<file path="src/rtl/oam_dma.sv">
// OAM DMA engine: on a $4014 write, halts the CPU and copies one 256-byte CPU
// page into sprite OAM through the OAM write port, one READ/WRITE pair per byte.
module oam_dma #(
   parameter int OAM_WIDTH = 8
) (
   input  logic                 clk,
   input  logic                 rst_n,
   input  logic                 cpu_clk_en,
   input  logic                 reg_we,
   input  logic [7:0]           reg_data,
   input  logic [OAM_WIDTH-1:0] oam_start,
   output logic [15:0]          mem_addr,
   output logic                 mem_re,
   input  logic [7:0]           mem_rdata,
   output logic [OAM_WIDTH-1:0] oam_addr,
   output logic                 oam_we,
   output logic [7:0]           oam_wdata,
   output logic                 cpu_rdy,
   output logic                 busy
);

   typedef enum logic [2:0] {
      IDLE  = 3'd0,
      HALT  = 3'd1,
      ALIGN = 3'd2,
      READ  = 3'd3,
      WRITE = 3'd4
   } state_t;

   state_t               state;
   logic                 parity;
   logic [7:0]           page;
   logic [OAM_WIDTH-1:0] base;
   logic [7:0]           idx;
   logic [7:0]           rd_buf;

   always_ff @(posedge clk or negedge rst_n) begin
      if (!rst_n) begin
         state  <= IDLE;
         parity <= 1'b0;
         page   <= 8'h00;
         base   <= '0;
         idx    <= 8'h00;
         rd_buf <= 8'h00;
      end else if (cpu_clk_en) begin
         parity <= ~parity;
         case (state)
            IDLE: begin
               if (reg_we) begin
                  page  <= reg_data;
                  base  <= oam_start;
                  idx   <= 8'h00;
                  state <= HALT;
               end
            end
            // READ must land on an even CPU cycle; burn one cycle if it would not.
            HALT:  state <= parity ? READ : ALIGN;
            ALIGN: state <= READ;
            READ: begin
               rd_buf <= mem_rdata;
               state  <= WRITE;
            end
            WRITE: begin
               if (idx == 8'hFF) begin
                  state <= IDLE;
               end else begin
                  idx   <= idx + 8'h01;
                  state <= READ;
               end
            end
            default: state <= IDLE;
         endcase
      end
   end

   // Bus-facing outputs are zero unless the matching state owns them.
   always_comb begin
      busy      = (state != IDLE);
      cpu_rdy   = (state == IDLE);
      mem_re    = (state == READ);
      oam_we    = (state == WRITE);
      mem_addr  = mem_re ? {page, idx} : 16'h0000;
      oam_addr  = oam_we ? (base + OAM_WIDTH'(idx)) : '0;
      oam_wdata = oam_we ? rd_buf : 8'h00;
   end

endmodule

</file>
<file path="config.mk">
export PLATFORM = sky130hd
export DESIGN_NAME = oam_dma
export DESIGN_NICKNAME = d
export VERILOG_FILES = /design/src/rtl/oam_dma.sv
export SDC_FILE = /design/constraint.sdc
export NUM_CORES = 1
export LEC_CHECK = 0
export ABC_CLOCK_PERIOD_IN_PS = 2080
export CORE_MARGIN = 2
export CORE_UTILIZATION = 35
export CTS_CLUSTER_SIZE = 24
export DETAILED_ROUTE_END_ITERATION = 8
export GPL_ROUTABILITY_DRIVEN = 0
export GPL_TIMING_DRIVEN = 0
export SYNTH_ARGS = -nofsm -noshare
export SYNTH_HDL_FRONTEND = slang
export SYNTH_SLANG_ARGS = --single-unit
</file>
<file path="constraint.sdc">
create_clock -name clk -period 2.08 [get_ports clk]
set_input_delay 0.416 -clock clk [delete_from_list [all_inputs] [get_ports clk]]
set_output_delay 0.416 -clock clk [all_outputs]
set_load 0.01 [all_outputs]
</file>
* Word level (Yosys, flattened, before mapping)
Index checks and enable logic that the tools add are counted.
** Storage, ports and cells
- Register bits after elaboration :: 36
- Latch bits :: 0
- Bits in writable memories :: 0
- Bits in read-only memories :: 0
- Bits of input ports :: 28
- Word-level logic and storage cells :: 33
- Memories kept :: 0
** Operators by class
- Add/subtract/negate cells :: 2
- Multiply operators :: 0
- Divide/modulo/power cells :: 0
- Magnitude comparators :: 0
- Equality and inequality tests :: 7
- Shift-type cells :: 0
- Mux-type cells :: 10
- Bitwise logic cells :: 1
- Reductions and logical operators :: 7
** Operator list (number)
- two-way mux 8 bit :: 4
- two-way mux 16 bit :: 1
- one-hot mux 8 bit (2 select lines) :: 1
- one-hot mux 3 bit (5 select lines) :: 1
- adder 8 x 1 -> 8 bit, second input constant :: 1
- adder 8 bit :: 1
- == test 8 bit, second input constant :: 1
- == test 3 x 2 -> 1 bit, second input constant :: 2
- != test 2 bit, second input constant :: 2
- AND reduction 2 bit :: 2
- AND reduction 4 bit :: 1
- == test 3 x 1 -> 1 bit, second input constant :: 1
- == test 3 bit, second input constant :: 1
- logical NOT 3 bit :: 1
- two-way mux 3 bit :: 1
- AND reduction 3 bit :: 1
- nonzero test 3 bit :: 1
- two-way mux 2 bit :: 1
- nonzero test 2 bit :: 1
- two-way mux 1 bit :: 1
- inverter 1 bit :: 1

* Logic depth before layout (Yosys ltp)
Gate-level depths: netlist of run 1.
- Depth after elaboration :: 3
- Gate-level depth with buffers :: 7
- Depth with buffers taken out :: 6

* Worst setup path before layout of run 1
OpenSTA, ideal clock, no wires.
- Path type :: register to output
- Start point :: register idx[0]
- End point :: output port oam_addr[4]
- Arrival :: 1654 ps
- Path slack :: 10 ps
- Stages on the path, launching flop included :: 6
- Buffers on the path :: 0
- Path through :: dfrtp_1 -> ha_1 -> fa_1 -> a21oi_1 -> o21ai_0 -> nor3b_1
** On the way
- Word-level cells in the longest chain between the ends :: 2
** Ends and longest elaborated chain
- from (decl) :: RTL line 34 : logic [7:0] idx;
- from (signal assigned) :: RTL line 67 : idx <= idx + 8'h01;
- adder 8 bit :: RTL line 83 : oam_addr = oam_we ? (base + OAM_WIDTH'(idx)) : '0;
- two-way mux 8 bit :: RTL line 83
- to (decl) :: RTL line 15 : output logic [OAM_WIDTH-1:0] oam_addr,
Every way passes these cells.

* Worst setup path after layout of run 1
- Start point :: register idx[2]
- End point :: output port oam_addr[7]
The elaborated chain is that of the path after synthesis.

==> results of run 1 <==
[what timing repair did]
action | CTS | global route
buffers inserted | 15 | 2
setup endpoints to repair | 35 | 22
pin swaps | 7 | 6
cloned | 1 | 1
gates resized for setup | 151 | 32
[stage by stage]
| stage | power (W) | TNS, ps | hold WS, ps | std cells |
|---|---|---|---|---|
| 6_report | 0.00322 | -876 | 235 | 364 |
| 5_1_grt | 0.00347 | -1430 | 299 | 364 |
| 4_1_cts | 0.00314 | -822 | 266 | 362 |
| 3_5_place_dp | 0.00241 | -9330 | 459 | 339 |
| 3_3_place_gp | 0.00239 | -22890 | 454 | 339 |
| 2_1_floorplan | 0.00192 | 0 | 120 | 202 |
[report_power, final]
| group | switching, W | internal [W] | total (W) |
|---|---|---|---|
| Sequential | 0.000191 | 0.000990 | 0.00118 |
| Combinational | 0.000705 | 0.000856 | 0.00156 |
| Clock | 0.000250 | 0.000228 | 0.000478 |
[layer usage]
metal	GRT usage, %	vias up	share of wire, %
met2	29.0	60	49
li1	-	894	-
met1	23.2	891	44
met4	7.00	0	1.6
met3	4.29	7	5.3
met5	0	-	0
[logic make-up after synthesis]
kind of cell	after synthesis
AO/OA/AOI/OAI	40
XOR/XNOR	4
adder cells (fa/ha/maj)	9
buffers and inverters	15
flip-flops	36
multiplexers	25
AND/OR/NAND/NOR	73
[layout by cell type, fill, tap and decap left out, types with 3 or more instances in the layout]
cell             count
and2_1              23
and2_4               4
buf_2               22
buf_4               14
buf_6               14
clkbuf_2             4
clkbuf_8             5
clkdlybuf4s15_1      5
clkdlybuf4s50_1     25
dfrtp_1             25
dfrtp_2             11
ha_4                 7
inv_1                5
mux2_1              18
mux2_2               6
nand2_1             10
nand3_1              5
nor2_1               5
o211ai_1             3
o21ai_0              7
o21ai_1              6
o31ai_1              7
xnor2_1              3
[final cells by class]
cell class / count / area share, %
Buffer: 7 / 2.29
Sequential cell: 36 / 28.8
Inverter: 7 / 1.06
Timing Repair Buffer: 81 / 21.1
Clock inverter: 1 / 0.158
Multi-Input combinational cell: 151 / 41.3
Clock buffer: 6 / 2.29
Tap cell: 75 / 2.96
[critical path: stages, from the launching register on]
cell and delay, ps:
dfrtp_2 440, ha_4 250, a21oi_4 170, a211oi_2 100
or3_1 390, a21oi_2 150, buf_2 150
[path summary, 6_finish.rpt]
| check | cells after the start | slack [ps] | endpoint | from |
|---|---|---|---|---|
| worst min-delay path | 1 | 240 | base[5] | rst_n |
| worst min register to register | 1 | 470 | parity | parity |
| worst max-delay path | 6 | -260 | oam_addr[7] | idx[2] |
| max in group asynchronous | 1 | 1260 | state[2] | rst_n |
| min in group clk | 2 | 450 | parity | cpu_clk_en |
| worst max register to register | 7 | 170 | idx[4] | idx[0] |
[registers in the layout (all words and copies together) (netlist names)]
register	cells
base	8
idx	8
page	8
parity	1
rd_buf	8
state	3
==> flow_summary.json, run 1 <==
{
  "overflow": 0,
  "ios": 64,
  "netlist_top_cells_count": "dfrtp_1, and2_1, mux2_1",
  "grt_max_degree": 37,
  "relSlewSlack_pct": 43.2,
  "insertion_delay_ps": 280,
  "h-tree-depth": 2,
  "initial_utilization_pct": 36.0,
  "postLayoutCellArea_um2": 3170,
  "grt_pass1_wl_um": 9020,
  "cp.required_ps": 1660,
  "clockRootBuffer": "clkbuf_8",
  "vias": 1852,
  "peakVddDrop_mv": 0.434,
  "cp.arrival_ps": 1920,
  "numClockSinks": 36,
  "wirelength_um": 5690,
  "ctsHoldBuffers": 0,
  "worst_pin_slew_ps": 851,
  "synth_xor_area_share_pct": 1.64,
  "syn_area_um2": 2130,
  "synth_seq_cells": 36,
  "yosysTopAreaCell": "dfrtp_1",
  "drv_slew": 0,
  "power_density_nw_per_um2": 1010,
  "critPathCaptureType": "output pin",
  "violations": "negative setup slack",
  "crit_fanout": 3,
  "synthesis.nets": 239,
  "wl_per_cell_um": 15.6,
  "synth.most_common_cell": "dfrtp_1",
  "antenna_found_initial": 0,
  "placed_area_um2": 2840,
  "port_buffers": 62,
  "yosysTopAreaCellShare_pct": 42.3,
  "n_fill_cell": 537,
  "yosysUniqueCellTypes": 50,
  "worst_setup_path_start_kind": "flip-flop",
  "status": "finished with violations",
  "grt_pass1_vias": 1777,
  "vias_per_cell": 5.09,
  "cap_viol_max_count": 0,
  "synth-compound-area-share_pct": 12.6,
  "final-seq-area_um2": 915,
  "pre_cts_ws_ps": -650,
  "grt_setup_unrepaired": "yes",
  "max_freq_ghz": 0.428,
  "synth_top_family_by_area": "simple AND/OR/NAND/NOR gates",
  "cts_tree": "done",
  "clkTransAtPathRegs_ps": 70,
  "multi_input_area_um2": 1310,
  "synth_fa_ha_area_share_pct": 5.63,
  "die_h_um": 82.1,
  "final.min_clock_period_ps": 2340,
  "synth_edf_count": 0,
  "die_area_um2": 6730,
  "yosys.area_share.simple_pct": 20.7,
  "drt-initial-drc-count": 85,
  "finalWorstSetupSlack_ps": -257,
  "muxShareOfSynthArea_pct": 13.1,
  "path_class": "reg -> out",
  "fin_nets": 326,
  "fin_crit_sh_pct": 112,
  "drive_above_1_share_pct": 38.8,
  "setup_violations": 5,
  "power.leakage_nw": 1.39,
  "cts.path.max_buffers": 2,
  "firstDrtPassIters": 4,
  "numCtsBuffers": 5,
  "yosysSeqAreaShare_pct": 42.3,
  "synth_area_leaders": "dfrtp_1, mux2_1, and2_1, ha_1, mux2_2",
  "grt.total_usage_pct": 18.0,
  "skew_ps": 2.31,
  "dp_hpwl_um": 3580,
  "ant_nets": 0,
  "die_w_um": 82.1,
  "postLayoutCoreUtil_pct": 53.6,
  "synthArstFlopShare_pct": 100,
  "syn_area_per_cell_um2": 10.6,
  "syn_to_final_growth_pct": 48.9,
  "route.detailed.drc": 0,
  "synth_cells": 202,
  "hold_viol": 0,
  "synth_warnings": 0,
  "hp-class": "in -> async",
  "diodes": 0,
  "synth-main-ff-cell": "dfrtp_1",
  "core_area_um2": 5920,
  "rows": 28
}
No activity file was read; power rests on OpenSTA's default activity.
==> run 2: changes to the inputs <==
- ABC_AREA: default -> 1
==> flow_summary.json, run 2 <==
{
  "status": "finished with violations",
  "violations": "negative setup slack",
  "yosysTopAreaCellShare_pct": 42.0,
  "synth_cells": 290,
  "cp_num_cells": 6,
  "final.min_clock_period_ps": 2200,
  "p_int_w": 0.00195,
  "synthesis.nets": 327,
  "relSlewSlack_pct": 46.4,
  "numClockSinks": 36,
  "overflow": 0,
  "placed_area_um2": 2860,
  "core_area_um2": 5920,
  "power.leakage_nw": 1.64,
  "setup_violations": 3,
  "path_buf_inv": 1,
  "die_h_um": 82.3,
  "critPathCaptureType": "output pin",
  "critPathLaunch": "base[0]",
  "drv_slew": 0,
  "seq_power_share_pct": 35.1,
  "ff2ff_setup_slack_ps": 590,
  "synthArstFlopShare_pct": 100,
  "clkTransAtPathRegs_ps": 70,
  "die_w_um": 82.3,
  "ant_nets": 0,
  "ios": 64,
  "layout_commonest_cell": "nand2_1",
  "fin_nets": 414,
  "clockRootBuffer": "clkbuf_8",
  "r2r_cells": 9,
  "h-tree-depth": 2,
  "final_cell_mix": "nand2_1, nor2_1, inv_1",
  "die_area_um2": 6770,
  "p_sw_share_pct": 39.4,
  "clock_power_share_pct": 15.8,
  "ctsHoldBuffers": 0,
  "cp.arrival_ps": 1780,
  "vias_per_cell": 4.54,
  "finalPower_w": 0.00321,
  "syn_area_per_cell_um2": 7.40,
  "synth_area_leaders": "dfrtp_1, nand2_1, nor2_1, inv_1, ha_1",
  "numCtsBuffers": 5,
  "rows": 28,
  "comb_power_share_pct": 49.2,
  "grt_max_degree": 37,
  "crit_end": "oam_addr[4]",
  "grt_pass1_vias": 1936,
  "synth-main-ff-cell": "dfrtp_1",
  "yosysSeqAreaShare_pct": 42.0,
  "dp_hpwl_um": 3760,
  "postLayoutCellArea_um2": 3140,
  "cap_viol_max_count": 0,
  "cts.path.max_buffers": 2,
  "synth_warnings": 0,
  "path_cells": "ha_2, fa_2, a21oi_2, xor2_1, nor2_1, buf_2",
  "netlist_top_cells_count": "nand2_1, nor2_1, inv_1",
  "port_buffers": 63,
  "timing.rr.start": "idx[1]",
  "drive_above_1_share_pct": 27.2,
  "vias": 2055,
  "grt_pass1_wl_um": 8900,
  "cp.required_ps": 1660,
  "drt-initial-drc-count": 75,
  "hp-class": "in -> async",
  "cp_top_family": "adder cells",
  "synth_edf_count": 0,
  "hold_viol": 0,
  "wirelength_um": 5600,
  "fin_crit_sh_pct": 106,
  "initial_utilization_pct": 36.2,
  "worst_setup_path_start_kind": "flip-flop",
  "syn_area_um2": 2140,
  "insertion_delay_ps": 280,
  "antenna_found_initial": 0,
  "p_sw_w": 0.00127,
  "peakVddDrop_mv": 0.649,
  "grt.total_usage_pct": 17.2,
  "firstDrtPassIters": 5,
  "syn_to_final_growth_pct": 46.6,
  "path_class": "reg -> out",
  "cts_tree": "done",
  "synth.most_common_cell": "nand2_1",
  "timing.rr.end": "idx[3]",
  "worst_pin_slew_ps": 804,
  "cp_slowest_stage_delay_ps": 390,
  "pre_cts_ws_ps": -319,
  "wl_per_cell_um": 12.4,
  "whs_ps": 220,
  "crit_fanout": 3,
  "max_freq_ghz": 0.455,
  "skew_ps": 7.53,
  "yosysTopAreaCell": "dfrtp_1",
  "slowest_stage": "dfrtp_1",
  "grt_setup_unrepaired": "yes",
  "synth_seq_cells": 36,
  "diodes": 0,
  "route.detailed.drc": 0,
  "finalWorstSetupSlack_ps": -118,
  "power_density_nw_per_um2": 1020,
  "yosysUniqueCellTypes": 28
}
-- run 2: cell count changes in the layout (fill, tap and decap cells not counted), moves of 12 or more --
| cell | before | now |
|---|---|---|
| inv_1 | 5 | 45 |
| dlygate4sd2_1 | 1 | 13 |
| mux2_1 | 18 | 0 |
| and2_1 | 23 | 0 |
| nor2_1 | 5 | 47 |
| a21oi_1 | 2 | 14 |
| nand2_1 | 10 | 55 |
-- run 2: routing by layer --
| layer | vias up | global-route usage [%] | routed length, um |
|---|---|---|---|
| met5 | - | 0 | 0 |
| met4 | 0 | 5.00 | 98 |
| met3 | 9 | 3.59 | 281 |
| met2 | 47 | 27.7 | 2560 |
| met1 | 936 | 23.4 | 2670 |
| li1 | 1063 | - | - |
-- run 2: how the worst min path moves through the flow --
| stage | from | end | slack, ps | depth (start not counted) |
|---|---|---|---|---|
| detailed placement | parity | parity | 470 | 1 |
| global route | rst_n | base[0] | 290 | 1 |
| floorplan | rst_n | base[0] | 120 | 0 |
| global placement | parity | parity | 470 | 1 |
| CTS | rst_n | base[2] | 250 | 1 |
| finish | rst_n | rd_buf[0] | 220 | 1 |
-- run 2: per-stage QoR --
| step | instances | utilization, % | setup TNS (ps) |
|---|---|---|---|
| final | 453 | 53.1 | -219 |
| after CTS | 451 | 52.2 | -177 |
| after detailed placement | 428 | 48.4 | -4180 |
| after floorplan | 290 | - | 0 |
| after global routing | 453 | 53.1 | -591 |
| after global placement | 428 | 48.5 | -14920 |
-- run 2: power groups by stage --
stage                     Combinational [W]  Sequential [W]  Clock (W)
after CTS                           0.00149         0.00113   0.000519
final                               0.00158         0.00113   0.000507
after detailed placement            0.00137         0.00113          0
after global placement              0.00136         0.00112          0
after floorplan                    0.000871         0.00109          0
after global routing                0.00176         0.00116   0.000546
-- run 2: final cells by class --
| cell class | instances | area, um2 |
|---|---|---|
| Tap cell | 75 | 93.8 |
| Inverter | 53 | 199 |
| Timing Repair Buffer | 81 | 672 |
| Sequential cell | 36 | 908 |
| Multi-Input combinational cell | 193 | 1110 |
| Clock buffer | 8 | 90.1 |
| Fill cell | 591 | 2780 |
| Buffer | 7 | 67.6 |
-- run 2: cell families (layout without fill, tap and decap cells) --
family                     Yosys count  after routing  share of synthesized area (%)
AOI/OAI and AO/OA                   47             47                           12.5
xor gates and xnor gates             4              4                           1.63
adders and majority gates            9              9                           5.60
buffers and inverters               61            149                           11.7
DFF                                 36             36                           42.0
and+or+nand+nor                    133            133                           26.5
-- run 2: what timing repair did --
action,4_1_cts,5_1_grt
pin swaps,12,12
endpoints found under the setup margin,33,28
buffers inserted,15,3
cloned,0,0
gates resized for setup,106,25
==> run 3: changes to the inputs <==
- ABC_CLOCK_PERIOD_IN_PS: 2080 -> 2200
- clock period: 2.08 -> 2.2 ns (I/O delays scaled with it)
==> flow_summary.json, run 3 (synthesis gave the netlist of run 2 again) <==
{
  "worst_pin_slew_ps": 810,
  "ant_nets": 0,
  "peakVddDrop_mv": 0.593,
  "critPathCaptureType": "output pin",
  "dp_hpwl_um": 3760,
  "power.leakage_nw": 1.71,
  "relSlewSlack_pct": 46.0,
  "grt_pass1_vias": 1900,
  "power_density_nw_per_um2": 959,
  "fin_crit_sh_pct": 99.9,
  "cts_tree": "done",
  "max_freq_ghz": 0.455,
  "n_fill_cell": 594,
  "hold_viol": 0,
  "drive_above_1_share_pct": 25.0,
  "die_w_um": 82.3,
  "vias": 2050,
  "antenna_found_initial": 0,
  "die_area_um2": 6770,
  "multi_input_area_um2": 1090,
  "wirelength_um": 5530,
  "grt_max_degree": 37,
  "worst_setup_path_start_kind": "flip-flop",
  "setup_violations": 0,
  "rows": 28,
  "route.detailed.drc": 0,
  "hp-class": "in -> async",
  "final.min_clock_period_ps": 2200,
  "firstDrtPassIters": 4,
  "h-tree-depth": 2,
  "core_area_um2": 5920,
  "layout_commonest_cell": "nand2_1",
  "fin_nets": 416,
  "port_buffers": 63,
  "postLayoutCellArea_um2": 3150,
  "path_class": "reg -> out",
  "grt.total_usage_pct": 16.8,
  "skew_ps": 7.38,
  "whs_ps": 246,
  "grt_setup_unrepaired": "yes",
  "cp.arrival_ps": 1760,
  "status": "completed",
  "final-seq-area_um2": 910,
  "clockRootBuffer": "clkbuf_8",
  "die_h_um": 82.3,
  "ios": 64,
  "grt_pass1_wl_um": 8670,
  "place_inst": 428,
  "insertion_delay_ps": 280,
  "numCtsBuffers": 5,
  "final_cell_mix": "nand2_1, nor2_1, inv_1",
  "final_cells": 455,
  "syn_to_final_growth_pct": 47.1,
  "timing.rr.start": "state[0]",
  "drt-initial-drc-count": 89,
  "overflow": 0,
  "clkTransAtPathRegs_ps": 70,
  "tns_ps": 0,
  "initial_utilization_pct": 36.2,
  "cp.required_ps": 1760,
  "crit_fanout": 6,
  "numClockSinks": 36,
  "cts.path.max_buffers": 2,
  "drv_slew": 0,
  "cap_viol_max_count": 0,
  "ctsHoldBuffers": 0,
  "wl_per_cell_um": 12.1,
  "vias_per_cell": 4.51,
  "critPathLaunch": "idx[1]",
  "diodes": 0,
  "placed_area_um2": 2860
}
[run 3: cell count changes in the layout (fill, tap and decap cells not counted), sizes merged]
cell and delta:
dlygate4sd2 -3, clkbuf +7, buf -7, dlymetal6s2s +5
clkdlybuf4s15 -1, clkdlybuf4s50 +1
[run 3: critical path, stage by stage (launching register included)]
cell	delay, ps
dfrtp_2	430
buf_6	140
fa_2	410
buf_6	140
nand3_4	50
nand4_1	80
nand2_1	70
nor2_1	40
buf_2	130
[run 3: what timing repair did]
item / 4_1_cts / 5_1_grt
buffers inserted: 10 / 8
gates cloned: 0 / 1
endpoints found under the setup margin: 33 / 25
pin swaps: 9 / 7
gates resized for setup: 69 / 39
[run 3: path summary, 6_finish.rpt]
path	endpoint	slack [ps]	cells after the start
min in group clk	parity	480	1
worst min-delay path	rd_buf[0]	250	1
worst max register to register	idx[7]	580	10
worst min register to register	parity	480	1
max in group asynchronous	idx[1]	1400	1
worst max-delay path	oam_addr[6]	3	8
[run 3: final cells by class]
type | instances | area share [%]
multi-input combinational | 193 | 34.6
sequential | 36 | 28.8
timing repair buffer | 82 | 22.2
inverter | 53 | 6.31
tap | 75 | 2.98
clock buffer | 8 | 2.86
buffer | 8 | 2.22
[run 3: metrics by stage]
stage	setup WS (ps)	utilization, %	power [W]
3_3_place_gp	-213	48.5	0.00234
6_report	3.27	53.3	0.00302
2_1_floorplan	319	-	0.00185
4_1_cts	-17.7	52.6	0.00298
3_5_place_dp	-223	48.4	0.00236
5_1_grt	-56.4	53.3	0.00327
[run 3: layer usage]
layer | part of all wire (%) | GRT usage, % | vias up | routed length, um
met2 | 46 | 26.5 | 50 | 2520
met4 | 1.8 | 5.33 | 0 | 99
li1 | - | - | 1066 | -
met3 | 4.8 | 3.59 | 9 | 266
met5 | 0 | 0 | - | 0
met1 | 48 | 23.1 | 925 | 2650
[run 3: power by group]
group / total, W / internal [W] / switching (W)
Combinational: 0.00149 / 0.000683 / 0.000803
Sequential: 0.00106 / 0.000910 / 0.000147
Clock: 0.000481 / 0.000255 / 0.000225
Total: 0.00302 / 0.00185 / 0.00118
